===== config.mk =====
export PLATFORM = sky130hd
export DESIGN_NAME = response_recorder
export DESIGN_NICKNAME = d
export VERILOG_FILES = /design/src/rtl/tie170_pkg.sv /design/src/rtl/response_ram.sv /design/src/rtl/response_recorder.sv
export SDC_FILE = /design/constraint.sdc
export NUM_CORES = 1
export LEC_CHECK = 0
export BUFFER_PORTS_ARGS = -buffer_cell sky130_fd_sc_hd__buf_2
export CORE_MARGIN = 2
export CORE_UTILIZATION = 25
export CTS_CLUSTER_SIZE = 16
export DETAILED_ROUTE_END_ITERATION = 10
export GPL_TIMING_DRIVEN = 0
export SYNTH_ARGS = -nofsm -noshare
export SYNTH_HDL_FRONTEND = slang
export SYNTH_SLANG_ARGS = --single-unit

===== constraint.sdc =====
create_clock -name clock -period 6.65 [get_ports clock]
set_clock_uncertainty 0.1 [all_clocks]
set_input_delay 0.3325 -clock clock [delete_from_list [all_inputs] [get_ports clock]]
set_output_delay 0.3325 -clock clock [all_outputs]
set_load 0.01 [all_outputs]

===== src/rtl/tie170_pkg.sv =====
// Shared constants for the response path: bus width, response memory depth, opcodes, dump states.
// Latency: n/a (declarations only).
// Backpressure: n/a.
package tie170_pkg;

  localparam int RESP_DATA_W = 8;
  localparam int RESP_DEPTH  = 64;
  localparam int RESP_ADDR_W = $clog2(RESP_DEPTH);

  // Opcode range emitted by the control unit into the opcode word of each entry.
  localparam logic [RESP_DATA_W-1:0] OPC_MIN = 8'h01;
  localparam logic [RESP_DATA_W-1:0] OPC_MAX = 8'hC0;

  // Dump FSM encoding.
  typedef enum logic [1:0] {
    DUMP_IDLE = 2'd0,
    DUMP_RD   = 2'd1,
    DUMP_OUT  = 2'd2,
    DUMP_FIN  = 2'd3
  } dump_state_t;

  // True when a recorded word lies in the opcode range.
  function automatic logic is_opcode(input logic [RESP_DATA_W-1:0] w);
    return (w >= OPC_MIN) && (w <= OPC_MAX);
  endfunction

endpackage


===== src/rtl/response_ram.sv =====
// Simple dual-port response memory: one write port, one synchronous read port.
// Latency: write lands on the edge after wr_en; read data valid one cycle after rd_en.
// Backpressure: none; rd_data holds its value while rd_en is low.
module response_ram
  import tie170_pkg::*;
#(
  parameter int DATA_W = RESP_DATA_W,
  parameter int DEPTH  = RESP_DEPTH,
  parameter int ADDR_W = RESP_ADDR_W
) (
  input  logic              clock,
  input  logic              reset,
  input  logic              wr_en,
  input  logic [ADDR_W-1:0] wr_addr,
  input  logic [DATA_W-1:0] wr_data,
  input  logic              rd_en,
  input  logic [ADDR_W-1:0] rd_addr,
  output logic [DATA_W-1:0] rd_data
);

  logic [DATA_W-1:0] mem [DEPTH];

  // Storage array: never reset, contents only defined once written.
  always_ff @(posedge clock) begin
    if (wr_en) mem[wr_addr] <= wr_data;
  end

  // Registered read port; reset so the dump output reads zero out of reset.
  always_ff @(posedge clock or negedge reset) begin
    if (!reset)     rd_data <= '0;
    else if (rd_en) rd_data <= mem[rd_addr];
  end

endmodule


===== src/rtl/response_recorder.sv =====
// Records (opcode, result) words from the control unit and streams them out on request.
// Latency: write on the edge after mem_load; dump yields one word per 2 cycles (RD then OUT).
// Backpressure: OUT holds data/addr until out_ready; clear or reset aborts without a handshake.
module response_recorder
  import tie170_pkg::*;
#(
  parameter int DATA_W = RESP_DATA_W,
  parameter int DEPTH  = RESP_DEPTH,
  parameter int ADDR_W = RESP_ADDR_W
) (
  input  logic              clock,
  input  logic              reset,
  input  logic              marr_load,
  input  logic              mem_load,
  input  logic              pr_inc,
  input  logic [DATA_W-1:0] bus_in,
  input  logic              clear,
  input  logic              dump_start,
  output logic              out_valid,
  input  logic              out_ready,
  output logic [DATA_W-1:0] out_data,
  output logic [ADDR_W-1:0] out_addr,
  output logic              dump_busy,
  output logic              dump_done,
  output logic [ADDR_W:0]   count,
  output logic              full,
  output logic              overflow
);

  localparam logic [ADDR_W:0] PR_FULL = (ADDR_W+1)'(DEPTH);

  logic [ADDR_W:0]   pr;
  logic [ADDR_W-1:0] marr;
  logic              wr_en;

  dump_state_t       state, state_nxt;
  logic [ADDR_W:0]   len, len_nxt;
  logic [ADDR_W:0]   rd_ptr, rd_ptr_nxt, rd_ptr_inc;
  logic              rd_en;

  assign full      = (pr == PR_FULL);
  assign count     = pr;
  assign dump_busy = (state != DUMP_IDLE);
  assign out_addr  = rd_ptr[ADDR_W-1:0];
  assign rd_ptr_inc = rd_ptr + 1'b1;

  // A write while full is dropped (MARR would alias slot 0); clear suppresses recording too.
  assign wr_en = mem_load && !full && !clear;

  // Recording side: PR, MARR and the sticky overflow flag.
  always_ff @(posedge clock or negedge reset) begin
    if (!reset) begin
      pr       <= '0;
      marr     <= '0;
      overflow <= 1'b0;
    end else if (clear) begin
      pr       <= '0;
      overflow <= 1'b0;
    end else begin
      if (marr_load)                   marr     <= pr[ADDR_W-1:0];
      if (pr_inc && !full)             pr       <= pr + 1'b1;
      if ((pr_inc || mem_load) && full) overflow <= 1'b1;
    end
  end

  response_ram #(
    .DATA_W (DATA_W),
    .DEPTH  (DEPTH),
    .ADDR_W (ADDR_W)
  ) u_ram (
    .clock   (clock),
    .reset   (reset),
    .wr_en   (wr_en),
    .wr_addr (marr),
    .wr_data (bus_in),
    .rd_en   (rd_en),
    .rd_addr (rd_ptr[ADDR_W-1:0]),
    .rd_data (out_data)
  );

  // Dump FSM state and snapshot registers.
  always_ff @(posedge clock or negedge reset) begin
    if (!reset) begin
      state  <= DUMP_IDLE;
      len    <= '0;
      rd_ptr <= '0;
    end else begin
      state  <= state_nxt;
      len    <= len_nxt;
      rd_ptr <= rd_ptr_nxt;
    end
  end

  // Dump FSM next state and outputs; clear overrides any transition.
  always_comb begin
    state_nxt  = state;
    len_nxt    = len;
    rd_ptr_nxt = rd_ptr;
    rd_en      = 1'b0;
    out_valid  = 1'b0;
    dump_done  = 1'b0;
    case (state)
      DUMP_IDLE: begin
        if (dump_start) begin
          len_nxt    = pr;
          rd_ptr_nxt = '0;
          state_nxt  = (pr == '0) ? DUMP_FIN : DUMP_RD;
        end
      end
      DUMP_RD: begin
        rd_en     = 1'b1;
        state_nxt = DUMP_OUT;
      end
      DUMP_OUT: begin
        out_valid = 1'b1;
        if (out_ready) begin
          rd_ptr_nxt = rd_ptr_inc;
          state_nxt  = (rd_ptr_inc == len) ? DUMP_FIN : DUMP_RD;
        end
      end
      DUMP_FIN: begin
        dump_done = 1'b1;
        state_nxt = DUMP_IDLE;
      end
      default: state_nxt = DUMP_IDLE;
    endcase
    if (clear) state_nxt = DUMP_IDLE;
  end

endmodule


==> impl_metrics.tcl <==
set metrics [dict create \
    min_period_over_period_pct 51.3 \
    fin_crit_ps 3410 \
    final_hold_viol_count 0 \
    drtPass1Iterations 5 \
    clkSlewWorstSetupHoldPaths_ps 60 \
    fmax_mhz 293 \
    drc_errors 0 \
    area_growth_pct 16.7 \
    synth_area_leaders "edfxtp_1, mux4_2, dfrtp_1" \
    leakagePower_nw 7.96 \
    place_hpwl_um 33300 \
    crit_slowest_cell "nor2_1" \
    die_area_um2 89900 \
    antenna_found_initial 1 \
    synth_seq_cells 550 \
    synth_edf_count 512 \
    drv_slew 0 \
    cts_buffers 57 \
    grtUsageTotal_pct 11.6 \
    nets 1257 \
    multi_input_area_um2 5040 \
    netlist_area_um2 21900 \
    synth_cell_type_count 60 \
    seq_area_um2 16300 \
    ios 42 \
    insertion_delay_ps 610 \
    gp_congestion 0.878 \
    grt_pass1_vias 11500 \
    max_stage_delay_ps 840 \
    cp-end-kind "register" \
    seq_area_frac_synth_pct 74.6 \
    status "completed" \
    avgSynthCellArea_um2 19.3 \
    layout.cells.non_filler 2442 \
    cts-hold-fix-buffers 3 \
    rsz0062_at_grt "no" \
    num_rows 108 \
    irDropWorstVdd_mv 0.199 \
    place_inst 2331 \
    fill_cells 8453 \
    cp.arrival_ps 3540 \
    yosys.area.top_type "edfxtp_1" \
    ant_nets 0 \
    syn_inst 1135 \
    postCtsResizedCells 0 \
    path_max_fanout 8 \
    synth_top_area_share_pct 70.3 \
    cts.sink_count 550 \
    wl_um 52500 \
    grt_pass1_wl_um 77000 \
    post_cts_buffers 0 \
    cts-root-buf "clkbuf_16" \
    grt_max_degree 65 \
    vias_per_cell 4.57 \
    dpl_cell_area_um2 23500 \
    cts_buffer_depth 3 \
    setup_viol 0 \
    core_um2 86800 \
    finalInstanceArea_um2 25500 \
    cp.required_ps 6780 \
    start_util_pct 25.2 \
    wl_per_cell_um 21.5 \
    fin_tns_setup_ps 0 \
    ys.flop_type "edfxtp_1" \
    drtIter0Drc 1117 \
    die_y_um 300 \
    cts_tree "built" \
    yosysWarnings 0 \
    syn_nets 1154 \
    finalCoreUtilization_pct 29.4 \
    async_reset_ff_share_pct 6.91 \
    drive_gt1_share_pct 24.1 \
    p_per_area_nw_per_um2 315 \
    grt.overflow.total 0 \
    layout_common_cells "edfxtp_1, mux4_2, nor2_1" \
    relSlewSlack_pct 9.78 \
    max_slew.worst_pin.slew_ps 1350 \
    cp-start-kind "register" \
    hold_path.class "in2reg" \
    vias 11200 \
    crit_chain "inv_1 -> ha_1 -> nand3_1 -> inv_1 -> nor4b_2 -> nand3_1 -> nor2_1" \
    maxCapViolCount 0 \
    final_common_cell "edfxtp_1" \
    die_w_um 300 \
    io_buffers 41 \
    h-tree-depth 2 \
    antenna_cells 0 \
    critPathKind "reg2reg" \
]
==> per-stage QoR <==
stage	hold WS (ps)	setup slack [ps]	power (mW)
after floorplan	-63.1	4220	4.45
after global placement	383	3230	4.80
after detailed placement	394	3270	4.80
after CTS	20.3	3250	8.09
after global routing	67.6	2970	8.28
final	36.8	3240	8.04
==> kinds of logic (layout without fill, tap and decap cells) <==
group	Yosys count	count (layout)	synth area share [%]
buffers and inverters	75	227	2.33
and+or+nand+nor	192	192	4.24
xor gates and xnor gates	12	12	0.549
DFF	550	550	74.6
muxes	179	179	14.1
adders and majority gates	3	3	0.172
AOI/OAI and AO/OA	124	124	3.93
==> layer usage <==
layer	vias up	share of wire [%]	track usage, %	wire length (µm)
li1	4836	-	-	-
met1	5861	43	15.6	22800
met2	365	47	18.5	24500
met3	97	6.8	2.31	3550
met4	0	3.2	4.33	1700
met5	-	0	0	0
==> area by class of cell <==
type / instances / area share [%]
clock buffers: 74 / 6.09
clock inverters: 34 / 1.57
plain buffers: 68 / 1.90
well taps: 1155 / 5.66
repair buffers: 44 / 0.951
flip-flops and latches: 550 / 64.0
multi-input cells: 510 / 19.7
inverters: 7 / 0.103
==> registers in the layout, summed over array words and instances, names as in the netlist <==
signal and flops:
u_ram.mem 512, count 7, overflow 1, marr 6, state 2, len 7
rd_ptr 7, u_ram.rd_data 8
==> worst paths after layout <==
check,start,endpoint,slack (ps),cells after the start
min in group asynchronous,reset,count[3],300,2
hold / removal,dump_start,state[1],40,3
setup reg to reg,count[0],u_ram.mem[30][4],3240,7
max in group asynchronous,reset,rd_ptr[2],5580,2
hold reg to reg,rd_ptr[6],rd_ptr[6],400,1
setup / recovery,count[0],u_ram.mem[30][4],3240,7
==> synthesized netlist by cell type (4+ instances only) <==
| master | number |
|---|---|
| edfxtp_1 | 512 |
| mux4_2 | 84 |
| nor2_1 | 77 |
| mux2_2 | 43 |
| mux2i_1 | 40 |
| dfrtp_1 | 38 |
| nand2_1 | 35 |
| o22ai_1 | 32 |
| nor3_1 | 18 |
| a211oi_1 | 16 |
| a22oi_1 | 16 |
| buf_2 | 16 |
| o21ai_0 | 15 |
| buf_4 | 14 |
| nor2b_1 | 14 |
| clkbuf_1 | 13 |
| mux4_1 | 12 |
| a2111oi_0 | 9 |
| a22o_1 | 9 |
| a32oi_1 | 8 |
| buf_1 | 8 |
| buf_6 | 8 |
| nand3_1 | 8 |
| o21ai_1 | 8 |
| xor2_1 | 8 |
| inv_1 | 7 |
| nand2b_1 | 6 |
| a21oi_1 | 4 |
| buf_12 | 4 |
| nand3b_1 | 4 |
| nand4_1 | 4 |
| or3_1 | 4 |
==> power by group <==
group	total, mW	switching, mW	leakage, nW	internal, mW
registers	3.90	0.0736	5.11	3.82
logic	0.833	0.476	1.90	0.357
clock network	3.31	1.31	0.948	1.99
total	8.04	1.86	7.96	6.17
==> critical path, delay by kind of cell, from the launching register on <==
kind	cells	cell delay, ps
AND/OR/NAND/NOR	4	2060
buffers and inverters	2	210
flip-flops	1	430
adder cells (fa/ha/maj)	1	230
Power figures use the tool's default switching activity.
